<file path="src/rtl/reg_fifo_if_pkg.sv">
// rtl/reg_fifo_if_pkg.sv - CSR bit map shared by the register-mapped FIFO port
package reg_fifo_if_pkg;

  localparam int EN_B    = 0;
  localparam int FULL_B  = 1;
  localparam int EMPTY_B = 2;
  localparam int OVF_B   = 3;
  localparam int UDF_B   = 4;
  localparam int CNT_LSB = 8;

  // Write-only strobe bit in a CSR write; it shares position 1 with the full flag on read.
  localparam int CLR_B   = 1;

endpackage

</file>
<file path="src/rtl/reg_fifo_if_sync_fifo.sv">
// rtl/reg_fifo_if_sync_fifo.sv - single-clock FIFO with occupancy count and synchronous clear
module sync_fifo #(
  parameter int WIDTH = 32,
  parameter int DEPTH = 8
) (
  input  logic                   clk,
  input  logic                   rst,
  input  logic                   push,
  input  logic                   pop,
  input  logic                   clr,
  input  logic [WIDTH-1:0]       din,
  output logic [WIDTH-1:0]       dout,
  output logic                   full,
  output logic                   empty,
  output logic [$clog2(DEPTH):0] count
);

  localparam int AW = $clog2(DEPTH);
  localparam int CW = AW + 1;

  logic [WIDTH-1:0] mem [DEPTH];
  logic [AW-1:0]    wr_ptr;
  logic [AW-1:0]    rd_ptr;
  logic             push_ok;
  logic             pop_ok;

  assign full  = (count == CW'(DEPTH));
  assign empty = (count == '0);
  assign dout  = mem[rd_ptr];

  // A full FIFO still accepts a push when a pop frees the head slot in the same cycle.
  assign pop_ok  = pop & ~empty;
  assign push_ok = push & (~full | pop_ok);

  always_ff @(posedge clk or negedge rst) begin
    if (!rst) begin
      wr_ptr <= '0;
      rd_ptr <= '0;
      count  <= '0;
    end else if (clr) begin
      wr_ptr <= '0;
      rd_ptr <= '0;
      count  <= '0;
    end else begin
      if (push_ok) wr_ptr <= wr_ptr + AW'(1);
      if (pop_ok)  rd_ptr <= rd_ptr + AW'(1);
      case ({push_ok, pop_ok})
        2'b10:   count <= count + CW'(1);
        2'b01:   count <= count - CW'(1);
        default: count <= count;
      endcase
    end
  end

  always_ff @(posedge clk) begin
    if (push_ok && !clr) mem[wr_ptr] <= din;
  end

endmodule

</file>
<file path="src/rtl/reg_fifo_if.sv">
// rtl/reg_fifo_if.sv - register-mapped data port: CSR at Reg_sel=0, FIFO data port at Reg_sel=1
module reg_fifo_if
  import reg_fifo_if_pkg::*;
#(
  parameter int WIDTH = 32,
  parameter int DEPTH = 8
) (
  input  logic             clk,
  input  logic             rst,
  input  logic             WR,
  input  logic             RD,
  input  logic             Reg_sel,
  input  logic [WIDTH-1:0] Entrada,
  output logic [WIDTH-1:0] Salida
);

  localparam int CNT_W = $clog2(DEPTH) + 1;

  logic             en;
  logic             ovf;
  logic             udf;
  logic             csr_wr;
  logic             csr_rd;
  logic             push_req;
  logic             pop_req;
  logic             full;
  logic             empty;
  logic [CNT_W-1:0] count;
  logic [WIDTH-1:0] fifo_dout;
  logic [WIDTH-1:0] status;

  assign csr_wr   = WR & ~Reg_sel;
  assign csr_rd   = RD & ~Reg_sel;
  assign push_req = WR & Reg_sel;
  assign pop_req  = RD & Reg_sel;

  sync_fifo #(
    .WIDTH (WIDTH),
    .DEPTH (DEPTH)
  ) u_fifo (
    .clk   (clk),
    .rst   (rst),
    .push  (push_req & en),
    .pop   (pop_req),
    .clr   (csr_wr & Entrada[CLR_B]),
    .din   (Entrada),
    .dout  (fifo_dout),
    .full  (full),
    .empty (empty),
    .count (count)
  );

  always_comb begin
    status                   = '0;
    status[EN_B]             = en;
    status[FULL_B]           = full;
    status[EMPTY_B]          = empty;
    status[OVF_B]            = ovf;
    status[UDF_B]            = udf;
    status[CNT_LSB +: CNT_W] = count;
  end

  // Flag set and clear never collide: set needs Reg_sel=1, clear needs Reg_sel=0.
  always_ff @(posedge clk or negedge rst) begin
    if (!rst) begin
      en  <= 1'b0;
      ovf <= 1'b0;
      udf <= 1'b0;
    end else begin
      if (csr_wr) begin
        en <= Entrada[EN_B];
        if (Entrada[OVF_B]) ovf <= 1'b0;
        if (Entrada[UDF_B]) udf <= 1'b0;
      end
      if (push_req && en && full && !pop_req) ovf <= 1'b1;
      if (pop_req && empty)                   udf <= 1'b1;
    end
  end

  always_ff @(posedge clk or negedge rst) begin
    if (!rst) begin
      Salida <= '0;
    end else if (pop_req && !empty) begin
      Salida <= fifo_dout;
    end else if (csr_rd) begin
      Salida <= status;
    end
  end

endmodule

</file>
<file path="config.mk">
export PLATFORM = sky130hd
export DESIGN_NAME = reg_fifo_if
export DESIGN_NICKNAME = d
export VERILOG_FILES = /design/src/rtl/reg_fifo_if_pkg.sv /design/src/rtl/reg_fifo_if_sync_fifo.sv /design/src/rtl/reg_fifo_if.sv
export SDC_FILE = /design/constraint.sdc
export NUM_CORES = 1
export LEC_CHECK = 0
export CAP_MARGIN = 30
export CORE_ASPECT_RATIO = 1.2
export CORE_MARGIN = 4
export CORE_UTILIZATION = 60
export CTS_CLUSTER_DIAMETER = 100
export CTS_CLUSTER_SIZE = 28
export DETAILED_ROUTE_END_ITERATION = 10
export PLACE_DENSITY_LB_ADDON = 0.2
export SLEW_MARGIN = 40
export SYNTH_ARGS = -nofsm -noshare
export SYNTH_HDL_FRONTEND = slang
export SYNTH_HIERARCHICAL = 1
export SYNTH_SLANG_ARGS = --single-unit
export TNS_END_PERCENT = 50
</file>
<file path="constraint.sdc">
create_clock -name clk -period 7.2 [get_ports clk]
set_input_delay 0.72 -clock clk [delete_from_list [all_inputs] [get_ports clk]]
set_output_delay 0.72 -clock clk [all_outputs]
set_load 0.1 [all_outputs]
</file>
======== Yosys cells after proc, flatten, opt, wreduce, memory -nomap -nowiden ========
Memories as Yosys holds them, arrays and structs flattened.
Index checks and enable logic that the tools add are counted.
storage, ports and cells
  register bits ........................... 45
  memory bits (writable) .................. 256
  input bits .............................. 37
  output and inout port bits .............. 32
  word-level logic and storage cells ...... 63
  memories ................................ 1
memory list
  memory      depth  bits a word  rd ports  clocked after memory_dff  wr ports  RTL line                     source
  u_fifo.mem  8      32           1         0                         1         reg_fifo_if_sync_fifo.sv:21  logic [WIDTH-1:0] mem [DEPTH];
cells by class
  $add $sub $neg .......................... 4
  equal/unequal tests ..................... 3
  muxes and demuxes ....................... 16
  bitwise logic cells ..................... 12
  reduce and logical (&&, ||, !) cells .... 20
operator list
  cell                 count
  $mux 32              2
  $reduce_bool 2->1    7
  $mux 3               4
  $and 1x1->1          8
  $mux 1               8
  $pmux 4 s2           1
  $add 3x1->3 const B  2
  $logic_and 1x1->1    6
  $add 4x1->4 const B  1
  $eq 4x4->1 const B   1
  $logic_not 4->1      1
  $mux 4               1
  $reduce_and 2->1     2
  $sub 4x1->4 const B  1
  $logic_not 1->1      3
  $not 1->1            3
  $reduce_bool 3->1    1
  $eq 2x1->1 const B   1
  $eq 2x2->1 const B   1
  $or 1x1->1           1

======== Longest topological paths before layout ========
  depth in word-level cells ............... 8
  depth in mapped cells ................... 10
  depth with buffers taken out ............ 9

======== Modules after synthesis ========
The synthesis kept the hierarchy.
by module, submodules not included
  module       instances  cells each  area each (um^2)
  sync_fifo    1          448         10,339.9
  reg_fifo_if  1          111         1,431.4

======== Least setup slack after synthesis ========
OpenSTA, ideal clock, no wires.
  path type ............................... input-to-reg
  from .................................... input port WR
  to ...................................... memory u_fifo.mem[0][0] (enable)
  setup time .............................. 0.513 ns
  data arrival time ....................... 4.566 ns
  path slack .............................. 2.121 ns
  stages .................................. 4
  buffers on the path ..................... 1
  cells stage by stage .................... and3_1 buf_2 o21ai_4 nor4b_1
on the way
  longest elaborated chain between the ends .. 6
ends and longest elaborated chain
  item                                            RTL line                                                  source
  from (decl)                                     reg_fifo_if.sv:10                                         input logic WR,
  $and 1x1->1, on equally long branches           reg_fifo_if.sv:34, reg_fifo_if.sv:32
  $and 1x1->1, on equally long branches           reg_fifo_if.sv:43, reg_fifo_if.sv:45
  $and 1x1->1 or $logic_not 1->1 (tied branches)  reg_fifo_if_sync_fifo.sv:33, reg_fifo_if_sync_fifo.sv:56
  $logic_and 1x1->1 *                             reg_fifo_if_sync_fifo.sv:56                               if (push_ok && !clr) mem[wr_ptr] <= din;
  $mux 1 *                                        reg_fifo_if_sync_fifo.sv:56
  $mux 1 (implied by the code) *                  reg_fifo_if_sync_fifo.sv:56
  to (decl)                                       reg_fifo_if_sync_fifo.sv:21
Mark *: on every way between the ends. The rest lies on a longest branch, timed or not.

======== Worst setup path in the final report ========
  from .................................... input port RD
  to ...................................... register u_fifo.count[3]
on the way
  longest elaborated chain between the ends .. 7
ends and longest elaborated chain
  item                                      RTL line                     source
  from (decl)                               reg_fifo_if.sv:11            input logic RD,
  $and 1x1->1 *                             reg_fifo_if.sv:35            assign pop_req = RD & Reg_sel;
  named net pop_req                         reg_fifo_if.sv:25            logic pop_req;
  $and 1x1->1 *                             reg_fifo_if_sync_fifo.sv:32  assign pop_ok = pop & ~empty;
  $or 1x1->1                                reg_fifo_if_sync_fifo.sv:33  assign push_ok = push & (~full | pop_ok);
  $and 1x1->1                               reg_fifo_if_sync_fifo.sv:33
  $eq 2x1->1 or $eq 2x2->1 (tied branches)  reg_fifo_if_sync_fifo.sv:47  case ({push_ok, pop_ok})
  $pmux 4 s2                                reg_fifo_if_sync_fifo.sv:47
  $mux 4                                    reg_fifo_if_sync_fifo.sv:40  end else if (clr) begin
  to (signal assigned)                      reg_fifo_if_sync_fifo.sv:48  2'b10: count <= count + CW'(1);
  to (signal assigned)                      reg_fifo_if_sync_fifo.sv:49  2'b01: count <= count - CW'(1);
  to (signal assigned)                      reg_fifo_if_sync_fifo.sv:50  default: count <= count;
  to (decl)                                 reg_fifo_if_sync_fifo.sv:15  output logic [$clog2(DEPTH):0] count
The timed path passes the listed nets; every way through them passes the cells marked *.
A chain may end at the register's enable or synchronous reset.

==> implementation parameters <==
Parameter                              Value

Detailed routing
  Count of antenna-violating nets left after detailed routing ... 0
  Vias post-DR ... about 5.6k
  DRC violations left ... 0
  Total Routed Length ... between 20000 and 25000 µm
  Per-cell via count in the routed design ... around 6.2
  Avg WL per Cell ... 24.47 µm
  Drt initial violations ... approximately 440
  Number of detailed-routing iterations run before antenna repair ... 5

Synthesis
  Async S/R FF share, synth ... 0.1495
  Post-synth top area share ... 0.6531
  Most frequently used flop master after synthesis ... sky130_fd_sc_hd__edfxtp_1
  Summed instance area of the synthesized netlist ... 11770 µm²
  Largest cells by area after synthesis ... sky130_fd_sc_hd__edfxtp_1 65%, sky130_fd_sc_hd__mux4_2 12%, sky130_fd_sc_hd__dfrtp_1 9.6%
  Largest area contributor in the netlist ... sky130_fd_sc_hd__edfxtp_1
  Synthesized Nets ... 601
  Post-synthesis average cell area ... 21.06 µm²
  Warnings, synthesis ... 6
  Number of synthesized register bits ... 301
  Count of different cell masters after synthesis ... between 40 and 50
  Sequential share of the synthesized area ... 0.7487
  Post-synth EDFFs ... 256
  Cells after Synth ... 559

Layout
  Final #Nets ... about 670
  Layout area overhead ... 11.21%
  Share of final-layout standard cells stronger than drive strength 1 ... 0.3161
  Number of standard cells in the final layout excluding fillers ... 895
  Number of antenna diodes ... 0
  Util after Layout ... 0.6868
  Fillers ... about 1.2k

Power
  Internal Power ... 3092 µW
  Switching Fraction ... 0.3719
  Combinational share of power ... 0.379
  Portion of total power attributed to sequential cells ... 0.442
  Cell Pwr Density ... 376.0 nW/µm²
  Clock Power Share ... 0.179
  Switching power total ... approximately 1800 µW
  Worst vdd rail ir drop ... 0.3343 mV
  Leakage power figure ... 0.004361 µW

Floorplan
  Initial Utilization ... 0.6175
  I/O pin count ... 69
  Core footprint ... 19060 µm²
  Site Rows ... 55
  Width of the chip ... 135.9 µm
  Y dimension of the die ... 161.4 µm
  Die Footprint ... 21930 µm²

Worst hold path
  Hold WC Path Type ... input port to async pin

Global routing
  Aggregate global-route resource usage ... 0.2091
  Number of antenna violations at the first check in global routing ... 0
  First-pass GRT wire length ... roughly 35000 µm
  Largest net degree at the start of global routing ... 67
  GR Overflow Total ... 0
  Number of global-route vias before repair ... roughly 6k

Job
  Max-cap violations ... 0

Place
  GP Congestion ... 0.8450
  HPWL after detailed placement ... 13000 µm
  Placed cell count ... 871
  Quantity of I/O buffers inserted on ports ... 68
  Setup WS pre-CTS ... around 3.5 ns

STA
  Crit share post-route ... 0.4472
  Final Setup Violations ... 0
  Worst hold margin ... 0.3438 ns
  Minimum clock period ... 3.220 ns
  Maximum achievable frequency ... 0.3106 GHz
  Setup repair after global routing missed its margin ... no
  Clock Skew ... 0.01870 ns
  Setup Total Neg Slack ... 0 ns
  Final WS setup ... 3.980 ns
  Final number of max-transition violations ... 0
  Slew at the pin with the worst max-slew slack ... 0.7948 ns
  Worst slew margin relative to its limit ... 0.4678
  Final number of hold-violating endpoints ... 0

Worst setup path
  Critical Path RT ... 7.61 ns
  Critical path capture point type ... flip-flop
  Critical register-to-register path endpoint ... u_fifo/mem[3][16]
  R2r startpoint ... u_fifo/count[1]
  Setup slack on the worst flop-to-flop path ... 4.51 ns
  Type of the worst setup path ... input port to flip-flop
  Crit-path max FO ... 13
  Worst path arrival time ... 3.63 ns
  Worst r2r path cells ... 5
  Setup crit start kind ... input port

CTS
  Clock tree from TritonCTS ... done
  Gates resized, CTS repair ... 0
  CTS Hold Buffers Added ... 0
  Clock buffer depth ... 3
  Clock sinks ... 301
  Clock-pin slew on the worst setup and hold paths ... 0.10 ns
  Insertion delay of the later-clocked pin in the worst-skew pair ... approximately 0.49 ns
  Num CTS Buffers ... 14
  Postcts setup bufs ... 0
  Cell at the root of the clock tree ... sky130_fd_sc_hd__clkbuf_16
  Htree depth ... 1

Run status
  Outcome ... complete, no violations
==> state kept, by name, indices dropped and copies added (netlist names) <==
name	cells
u_fifo/mem	256
Salida	32
u_fifo/count	4
u_fifo/rd_ptr	3
u_fifo/wr_ptr	3
en	1
ovf	1
udf	1
==> synthesized netlist by cell type, types with 6 or more instances <==
master                     number
sky130_fd_sc_hd__o22ai_1       17
sky130_fd_sc_hd__buf_6          8
sky130_fd_sc_hd__mux4_2        64
sky130_fd_sc_hd__a21oi_1       12
sky130_fd_sc_hd__buf_2          6
sky130_fd_sc_hd__mux2_2        34
sky130_fd_sc_hd__clkbuf_1       9
sky130_fd_sc_hd__nand2_1        8
sky130_fd_sc_hd__inv_1          7
sky130_fd_sc_hd__edfxtp_1     256
sky130_fd_sc_hd__nor2_1        18
sky130_fd_sc_hd__dfrtp_1       45
sky130_fd_sc_hd__a22o_2        19
==> layer usage <==
layer,GRT usage,share of wire
met5,0,0
met2,0.3517,0.52
met1,0.2991,0.41
met4,0.05408,0.021
met3,0.02305,0.048
==> critical path: stages <==
cell and delay (ns):
sky130_fd_sc_hd__clkdlybuf4s50_1 0.77, sky130_fd_sc_hd__nand2_1 0.21, sky130_fd_sc_hd__inv_1 0.30, sky130_fd_sc_hd__o41ai_2 0.21
sky130_fd_sc_hd__nor2_2 0.27, sky130_fd_sc_hd__ha_1 0.29, sky130_fd_sc_hd__a211oi_1 0.31, sky130_fd_sc_hd__nor2_1 0.12
sky130_fd_sc_hd__mux2_2 0.28, sky130_fd_sc_hd__o22ai_1 0.13
==> power by group through the flow <==
stage | clock network, µW | logic (µW) | registers (µW)
6_report | 882 | 1860 | 2180
3_5_place_dp | 0 | 1880 | 2220
2_1_floorplan | 0 | 924 | 2810
4_1_cts | 903 | 1890 | 2180
3_3_place_gp | 0 | 1940 | 2210
5_1_grt | 975 | 1970 | 2200
==> kinds of logic after synthesis <==
kind of cell,count (synthesis),share of synthesized area
adder cells (fa/ha/maj),5,0.005953
multiplexers,103,0.1601
flip-flops,301,0.7487
buffers and inverters,36,0.01828
AO/OA/AOI/OAI,62,0.04262
AND/OR/NAND/NOR,47,0.02062
XOR/XNOR,5,0.003721
==> through the flow <==
step / cell area, µm² / power (µW)
2_1_floorplan: 11770 / 3735
4_1_cts: 13090 / 4970
6_report: 13090 / 4922
5_1_grt: 13090 / 5139
3_5_place_dp: 12680 / 4097
3_3_place_gp: 12720 / 4150
==> area by class of cell <==
type	instances	area (µm²)	share of cell area
flip-flops and latches	301	8818	0.6736
well taps	256	320.3	0.02447
inverters	7	26.28	0.002007
repair buffers	85	720.7	0.05505
clock buffers	22	401.6	0.03068
multi-input cells	222	2793	0.2133
clock inverters	2	11.26	0.0008602
==> worst max-delay path by stage <==
stage | from | end | slack [ns] | depth (start not counted)
after floorplan | WR | u_fifo/mem[0][0] | 2.12 | 4
after global placement | Reg_sel | u_fifo/mem[3][20] | 3.42 | 4
after detailed placement | RD | u_fifo/count[3] | 3.50 | 10
after CTS | RD | u_fifo/count[3] | 4.02 | 10
after global routing | Reg_sel | u_fifo/count[3] | 3.82 | 10
final | RD | u_fifo/count[3] | 3.98 | 10
==> layout by cell type, fill, tap and decap left out, types with 7 or more instances in the layout <==
cell type,count
sky130_fd_sc_hd__o22ai_1,17
sky130_fd_sc_hd__mux4_2,64
sky130_fd_sc_hd__buf_2,33
sky130_fd_sc_hd__clkdlybuf4s50_1,35
sky130_fd_sc_hd__edfxtp_1,256
sky130_fd_sc_hd__mux2_2,34
sky130_fd_sc_hd__clkbuf_16,15
sky130_fd_sc_hd__a22o_2,19
sky130_fd_sc_hd__dfrtp_1,43
sky130_fd_sc_hd__buf_4,9
sky130_fd_sc_hd__a21oi_1,12
sky130_fd_sc_hd__clkbuf_1,7
sky130_fd_sc_hd__inv_1,7
sky130_fd_sc_hd__nand2_1,8
sky130_fd_sc_hd__nor2_1,15
Note: power is estimated with default switching activity, not from simulation.
